==> config.mk <==
export PLATFORM = sky130hd
export DESIGN_NAME = vending_controller
export DESIGN_NICKNAME = d
export VERILOG_FILES = /design/src/rtl/vending_controller.sv
export SDC_FILE = /design/constraint.sdc
export NUM_CORES = 1
export LEC_CHECK = 0
export ABC_AREA = 0
export CAP_MARGIN = 0
export CORE_ASPECT_RATIO = 1.1
export CORE_UTILIZATION = 54
export DETAILED_ROUTE_END_ITERATION = 10
export GPL_TIMING_DRIVEN = 0
export HOLD_SLACK_MARGIN = 0.05
export PLACE_DENSITY = 0.76
export SYNTH_ARGS = -nofsm -noshare
export SYNTH_HDL_FRONTEND = slang
export SYNTH_SLANG_ARGS = --single-unit
==> constraint.sdc <==
create_clock -name clk -period 8.69 [get_ports clk]
set_input_delay 0.869 -clock clk [delete_from_list [all_inputs] [get_ports clk]]
set_output_delay 0.869 -clock clk [all_outputs]
set_load 0.05 [all_outputs]
==> src/rtl/vending_controller.sv <==
// Vending controller: accumulates coin credit, checks an order against prices and stock,
// dispenses, and returns change on vend, cancel or inactivity timeout.
module vending_controller #(
  parameter int TAG_W      = 2,
  parameter int COUNT_W    = 3,
  parameter int MONEY_W    = 8,
  parameter int STOCK_W    = 4,
  parameter int INIT_STOCK = 15,
  parameter logic [(2**TAG_W)*MONEY_W-1:0] PRICES = 32'h0C_08_05_03,
  parameter int TIMEOUT    = 255
) (
  input  logic                  clk,
  input  logic                  rst,
  input  logic                  coin_valid,
  input  logic [MONEY_W-1:0]    coin_value,
  output logic                  coin_reject,
  input  logic                  sel_valid,
  input  logic [TAG_W-1:0]      tag,
  input  logic [COUNT_W-1:0]    count,
  input  logic                  cancel,
  input  logic                  refill_valid,
  input  logic [TAG_W-1:0]      refill_tag,
  output logic [MONEY_W-1:0]    credit,
  output logic                  possibility,
  output logic                  order_reject,
  output logic                  vend_valid,
  output logic [TAG_W-1:0]      vend_tag,
  output logic [COUNT_W-1:0]    vend_count,
  output logic                  change_valid,
  output logic [MONEY_W-1:0]    change_amount,
  output logic [2**TAG_W-1:0]   stock_empty
);

  localparam int NUM_ITEMS = 2**TAG_W;
  localparam int COST_W    = MONEY_W + COUNT_W;
  localparam int TIMER_W   = $clog2(TIMEOUT + 1);

  typedef enum logic [2:0] {S_IDLE, S_COLLECT, S_CHECK, S_VEND, S_CHANGE} state_t;

  state_t               state_q, state_d;
  logic [MONEY_W-1:0]   credit_q, credit_d;
  logic [TIMER_W-1:0]   timer_q, timer_d;
  logic [TAG_W-1:0]     tag_q, tag_d;
  logic [COUNT_W-1:0]   count_q, count_d;
  logic [STOCK_W-1:0]   stock_q [NUM_ITEMS];
  logic [STOCK_W-1:0]   stock_d [NUM_ITEMS];
  logic                 coin_reject_q, coin_reject_d;
  logic                 possibility_q, possibility_d;
  logic                 order_reject_q, order_reject_d;
  logic                 vend_valid_q, vend_valid_d;
  logic [TAG_W-1:0]     vend_tag_q, vend_tag_d;
  logic [COUNT_W-1:0]   vend_count_q, vend_count_d;
  logic                 change_valid_q, change_valid_d;
  logic [MONEY_W-1:0]   change_amount_q, change_amount_d;

  logic [MONEY_W:0]     coin_sum_s;
  logic [COST_W-1:0]    cost_s;
  logic [TIMER_W-1:0]   timer_inc_s;
  logic                 order_ok_s;
  logic                 coin_ok_s;
  logic [MONEY_W-1:0]   credit_acc_s;

  function automatic logic [MONEY_W-1:0] price_of(input logic [TAG_W-1:0] t);
    return PRICES[t*MONEY_W +: MONEY_W];
  endfunction

  // Cost is kept at full width so an oversized order can never alias to a cheap one.
  assign coin_sum_s  = {1'b0, credit_q} + {1'b0, coin_value};
  assign cost_s      = COST_W'(price_of(tag_q)) * COST_W'(count_q);
  assign timer_inc_s = timer_q + TIMER_W'(1);
  assign order_ok_s  = (count_q != COUNT_W'(0)) && (32'(stock_q[tag_q]) >= 32'(count_q)) &&
                       (cost_s <= COST_W'(credit_q));

  // Next-state, credit, timer and output-pulse logic.
  always_comb begin
    state_d         = state_q;
    credit_d        = credit_q;
    timer_d         = timer_q;
    tag_d           = tag_q;
    count_d         = count_q;
    coin_reject_d   = 1'b0;
    possibility_d   = 1'b0;
    order_reject_d  = 1'b0;
    vend_valid_d    = 1'b0;
    vend_tag_d      = vend_tag_q;
    vend_count_d    = vend_count_q;
    change_valid_d  = 1'b0;
    change_amount_d = change_amount_q;
    coin_ok_s       = 1'b0;
    credit_acc_s    = credit_q;
    case (state_q)
      S_IDLE: begin
        if (coin_valid) begin
          credit_d = coin_value;
          timer_d  = TIMER_W'(0);
          state_d  = S_COLLECT;
        end else begin
          state_d  = S_IDLE;
        end
      end
      S_COLLECT: begin
        if (coin_valid) begin
          if (!coin_sum_s[MONEY_W]) begin
            coin_ok_s    = 1'b1;
            credit_acc_s = coin_sum_s[MONEY_W-1:0];
          end else begin
            coin_reject_d = 1'b1;
          end
        end else begin
          coin_ok_s = 1'b0;
        end
        credit_d = credit_acc_s;
        // A coin arriving with cancel or an order is counted before either is acted on.
        if (cancel) begin
          state_d         = S_CHANGE;
          change_valid_d  = (credit_acc_s != MONEY_W'(0));
          change_amount_d = credit_acc_s;
        end else if (sel_valid) begin
          state_d = S_CHECK;
          tag_d   = tag;
          count_d = count;
          timer_d = TIMER_W'(0);
        end else if (coin_ok_s) begin
          timer_d = TIMER_W'(0);
        end else if (timer_inc_s == TIMER_W'(TIMEOUT)) begin
          state_d         = S_CHANGE;
          change_valid_d  = (credit_acc_s != MONEY_W'(0));
          change_amount_d = credit_acc_s;
        end else begin
          timer_d = timer_inc_s;
        end
      end
      S_CHECK: begin
        coin_reject_d = coin_valid;
        if (order_ok_s) begin
          state_d       = S_VEND;
          vend_valid_d  = 1'b1;
          possibility_d = 1'b1;
          vend_tag_d    = tag_q;
          vend_count_d  = count_q;
        end else begin
          state_d        = S_COLLECT;
          order_reject_d = 1'b1;
          timer_d        = TIMER_W'(0);
        end
      end
      S_VEND: begin
        coin_reject_d   = coin_valid;
        credit_d        = credit_q - cost_s[MONEY_W-1:0];
        change_valid_d  = (credit_d != MONEY_W'(0));
        change_amount_d = credit_d;
        state_d         = S_CHANGE;
      end
      S_CHANGE: begin
        coin_reject_d = coin_valid;
        credit_d      = MONEY_W'(0);
        state_d       = S_IDLE;
      end
      default: begin
        credit_d = MONEY_W'(0);
        state_d  = S_IDLE;
      end
    endcase
  end

  // Per-item stock update; a refill overrides a dispense on the same item.
  always_comb begin
    for (int i = 0; i < NUM_ITEMS; i++) begin
      if (refill_valid && (refill_tag == TAG_W'(i))) begin
        stock_d[i] = STOCK_W'(INIT_STOCK);
      end else if ((state_q == S_VEND) && (tag_q == TAG_W'(i))) begin
        stock_d[i] = stock_q[i] - STOCK_W'(count_q);
      end else begin
        stock_d[i] = stock_q[i];
      end
    end
  end

  // Empty flags are decoded straight from the stock registers.
  always_comb begin
    for (int i = 0; i < NUM_ITEMS; i++) begin
      stock_empty[i] = (stock_q[i] == STOCK_W'(0));
    end
  end

  // State and registered outputs with synchronous reset.
  always_ff @(posedge clk) begin
    if (rst) begin
      state_q         <= S_IDLE;
      credit_q        <= MONEY_W'(0);
      timer_q         <= TIMER_W'(0);
      tag_q           <= TAG_W'(0);
      count_q         <= COUNT_W'(0);
      coin_reject_q   <= 1'b0;
      possibility_q   <= 1'b0;
      order_reject_q  <= 1'b0;
      vend_valid_q    <= 1'b0;
      vend_tag_q      <= TAG_W'(0);
      vend_count_q    <= COUNT_W'(0);
      change_valid_q  <= 1'b0;
      change_amount_q <= MONEY_W'(0);
      for (int i = 0; i < NUM_ITEMS; i++) stock_q[i] <= STOCK_W'(INIT_STOCK);
    end else begin
      state_q         <= state_d;
      credit_q        <= credit_d;
      timer_q         <= timer_d;
      tag_q           <= tag_d;
      count_q         <= count_d;
      coin_reject_q   <= coin_reject_d;
      possibility_q   <= possibility_d;
      order_reject_q  <= order_reject_d;
      vend_valid_q    <= vend_valid_d;
      vend_tag_q      <= vend_tag_d;
      vend_count_q    <= vend_count_d;
      change_valid_q  <= change_valid_d;
      change_amount_q <= change_amount_d;
      for (int i = 0; i < NUM_ITEMS; i++) stock_q[i] <= stock_d[i];
    end
  end

  assign credit        = credit_q;
  assign coin_reject   = coin_reject_q;
  assign possibility   = possibility_q;
  assign order_reject  = order_reject_q;
  assign vend_valid    = vend_valid_q;
  assign vend_tag      = vend_tag_q;
  assign vend_count    = vend_count_q;
  assign change_valid  = change_valid_q;
  assign change_amount = change_amount_q;

endmodule

==> results.sh <==
export IMPL_synth_edff_count=0
export IMPL_cts_max_path_buffers=2
export IMPL_initial_core_util_pct=56.3
export IMPL_post_cts_buffers=0
export IMPL_maxCapViolCount=0
export IMPL_cts_repair_resized=0
export IMPL_drive_gt1_share_pct=7.02
export IMPL_grt_max_degree=12
export IMPL_setup_viol=0
export IMPL_fin_crit_ns=4.83
export IMPL_timing_rr_start="count_q[1]"
export IMPL_first_pass_iters=7
export IMPL_pwr_share_seq_pct=40.9
export IMPL_vdd_drop_max_uv=71.4
export IMPL_power_frac_comb_pct=29.0
export IMPL_synth_area_leaders="dfxtp_1, ha_1, mux2i_1"
export IMPL_r2r_slack_ns=3.86
export IMPL_grt_ovfl_total=0
export IMPL_ys_flop_type="dfxtp_1"
export IMPL_die_width_um=88.8
export IMPL_gp_congestion=0.913
export IMPL_clk_pin_slew_worst_paths_ns=0.07
export IMPL_hold_depth=2
export IMPL_crit_path_start_kind="register"
export IMPL_ys_seq_area_share_pct=26.4
export IMPL_area_growth_pct=17.8
export IMPL_ios=51
export IMPL_antenna_found_initial=0
export IMPL_switching_share_pct=35.0
export IMPL_wl_per_cell_um=16.2
export IMPL_die_y_um=97.5
export IMPL_tightest_slew_ns=0.700
export IMPL_min_delay_start="change_amount[0]"
export IMPL_grt_pass1_vias=4074
export IMPL_ff2ff_path_depth=15
export IMPL_cts_root_buf="clkbuf_8"
export IMPL_crit_path_max_incr_delay_ns=0.69
export IMPL_drtIter0Drc=280
export IMPL_hold_path_class="reg2reg"
export IMPL_synth_top_area_share_pct=26.4
export IMPL_syn_avg_cell_area_um2=8.41
export IMPL_core_region_area_um2=7960
export IMPL_post_place_cells=690
export IMPL_critPathArrivalTime_ns=5.09
export IMPL_fin_nets=668
export IMPL_cts_sinks=59
export IMPL_hold_viol=0
export IMPL_cp_slowest_cell="dfxtp_1"
export IMPL_clock_latency_ns=0.34
export IMPL_cp_cell_sequence="inv_1, nor3_1, fa_1, ha_1, fa_1, a21o_1, a21o_1, ha_1, nand4_1, a21oi_1, o21bai_1, a211o_1, a41oi_4, a21oi_1, a31oi_1"
export IMPL_status="finished clean"
export IMPL_worstReg2RegEnd="timer_q[3]"
export IMPL_hpwl_um=8940
export IMPL_finalCritPeriodShare_pct=55.5
export IMPL_max_freq_mhz=207
export IMPL_p_per_area_nw_per_um2=134
export IMPL_fin_util_pct=66.3
export IMPL_wl_um=11500
export IMPL_cts_htree_levels=3
export IMPL_hold_end="change_amount[0]"
export IMPL_critPathMaxFanout=10
export IMPL_port_buffers=50
export IMPL_via_per_inst=5.91
export IMPL_tns_ns=0
export IMPL_rsz0062_at_grt="no"
export IMPL_place_area_um2=5110
export IMPL_final_cell_count_no_fill=706
export IMPL_nFillCells=693
export IMPL_diodes=0
export IMPL_relSlewSlack_pct=53.3
export IMPL_hold_buffers=0
export IMPL_synthCells=532
export IMPL_leakagePower_nw=2.31
export IMPL_ys_warn_count=0
export IMPL_drv_slew=0
export IMPL_numCtsBuffers=9
export IMPL_vias=4174
export IMPL_path_delay_family="compound AO/OA/AOI/OAI gates"
export IMPL_grt_usage_pct=28.5
export IMPL_die_area_um2=8660
export IMPL_p_total_mw=0.709
export IMPL_required_ns=8.95
export IMPL_ys_types=65
export IMPL_grt_pass1_wl_um=19200
export IMPL_synth_seq_cells=59
export IMPL_worst_clock_skew_ns=0.0114
export IMPL_final_area_um2=5270
export IMPL_synth_fp_nets=607
export IMPL_worstSetupPathType="reg2reg"
export IMPL_synth_area_leader_cell="dfxtp_1"
export IMPL_cts_tree="done"
export IMPL_ant_nets=0
export IMPL_p_switching_mw=0.248
export IMPL_cp_buffers_inverters=1
export IMPL_fp_row_count=34
export IMPL_endpoint_kind="register"
export IMPL_cellInternalPower_mw=0.460
export IMPL_netlist_area_um2=4480
export IMPL_p_clk_share_pct=30.1
export IMPL_drc_errors=0
export IMPL_async_reset_ff_share_pct=0
worst max path at each step:
| stage | startpoint | to | slack [ns] | depth (start not counted) |
|---|---|---|---|---|
| 2_1_floorplan | count_q[1] | timer_q[1] | 4.64 | 15 |
| 3_3_place_gp | count_q[1] | timer_q[7] | 4.01 | 15 |
| 3_5_place_dp | count_q[1] | timer_q[7] | 3.89 | 15 |
| 4_1_cts | count_q[1] | timer_q[7] | 3.87 | 15 |
| 5_1_grt | count_q[1] | timer_q[3] | 3.54 | 15 |
| 6_report | count_q[1] | timer_q[3] | 3.86 | 15 |
metrics by stage:
| stage | setup slack (ns) | hold WS (ns) |
|---|---|---|
| after global routing | 3.54 | 0.466 |
| after global placement | 4.01 | 0.446 |
| after CTS | 3.87 | 0.458 |
| after detailed placement | 3.89 | 0.449 |
| final | 3.86 | 0.458 |
| after floorplan | 4.64 | 0.431 |
area by class of cell:
type | instances | area [µm²] | share of cell area, %
Buffer | 15 | 80.1 | 1.52
Clock buffer | 11 | 131 | 2.49
Clock inverter | 5 | 30.0 | 0.570
Inverter | 47 | 176 | 3.35
Multi-Input combinational cell | 411 | 3040 | 57.6
Sequential cell | 59 | 1180 | 22.4
Tap cell | 108 | 135 | 2.56
Timing Repair Buffer | 50 | 500 | 9.49
layer usage:
metal / up-vias / routed length, µm / global-route usage (%)
met3: 30 / 744 / 5.10
li1: 2012 / - / -
met5: - / 0 / 0
met1: 1961 / 5050 / 37.6
met4: 0 / 298 / 10.3
met2: 171 / 5370 / 46.0
state kept, by name, summed over array words and instances, names as in the netlist, 3 cells and up, named ones only:
register,cells
stock_q,16
change_amount,8
credit,8
timer_q,8
count_q,3
state_q,3
vend_count,3
worst min-delay path: cells and delay by family (launching register included):
kind,cells,cell delay (ns)
DFF,1,0.31
and+or+nand+nor,1,0.05
AOI/OAI and AO/OA,1,0.05
placed cells by master, fill, tap and decap left out, types with 12 or more instances in the layout:
cell type / Yosys / routed
a21oi_1: 21 / 21
clkdlybuf4s50_1: 0 / 50
dfxtp_1: 59 / 59
ha_1: 45 / 45
inv_1: 47 / 47
mux2i_1: 21 / 21
nand2_1: 53 / 53
nand3_1: 12 / 12
nor2_1: 49 / 49
nor2b_1: 13 / 13
nor3_1: 16 / 16
o211ai_1: 14 / 14
o21ai_0: 22 / 22
logic make-up after synthesis:
family / count (synthesis) / synth area share, %
simple gates: 186 / 20.2
compound gates: 122 / 19.6
flops: 59 / 26.4
buf+inv: 62 / 5.73
xor+xnor: 22 / 4.31
fa+ha+maj: 54 / 16.6
mux: 27 / 7.21
synth_stat cells, drive strengths merged (12+ instances only):
master,n
dfxtp,59
nand2,53
nor2,50
inv,47
ha,45
o21ai,24
a21oi,22
mux2i,21
nor3,16
o211ai,15
nor2b,13
a211oi,12
nand3,12
power by group through the flow:
stage	sequential, mW	clock (mW)	combinational [mW]
global placement	0.295	0	0.198
detailed placement	0.296	0	0.201
floorplan	0.313	0	0.125
finish	0.290	0.213	0.205
global route	0.291	0.230	0.223
CTS	0.289	0.218	0.203
No activity file was read; power rests on OpenSTA's default activity.
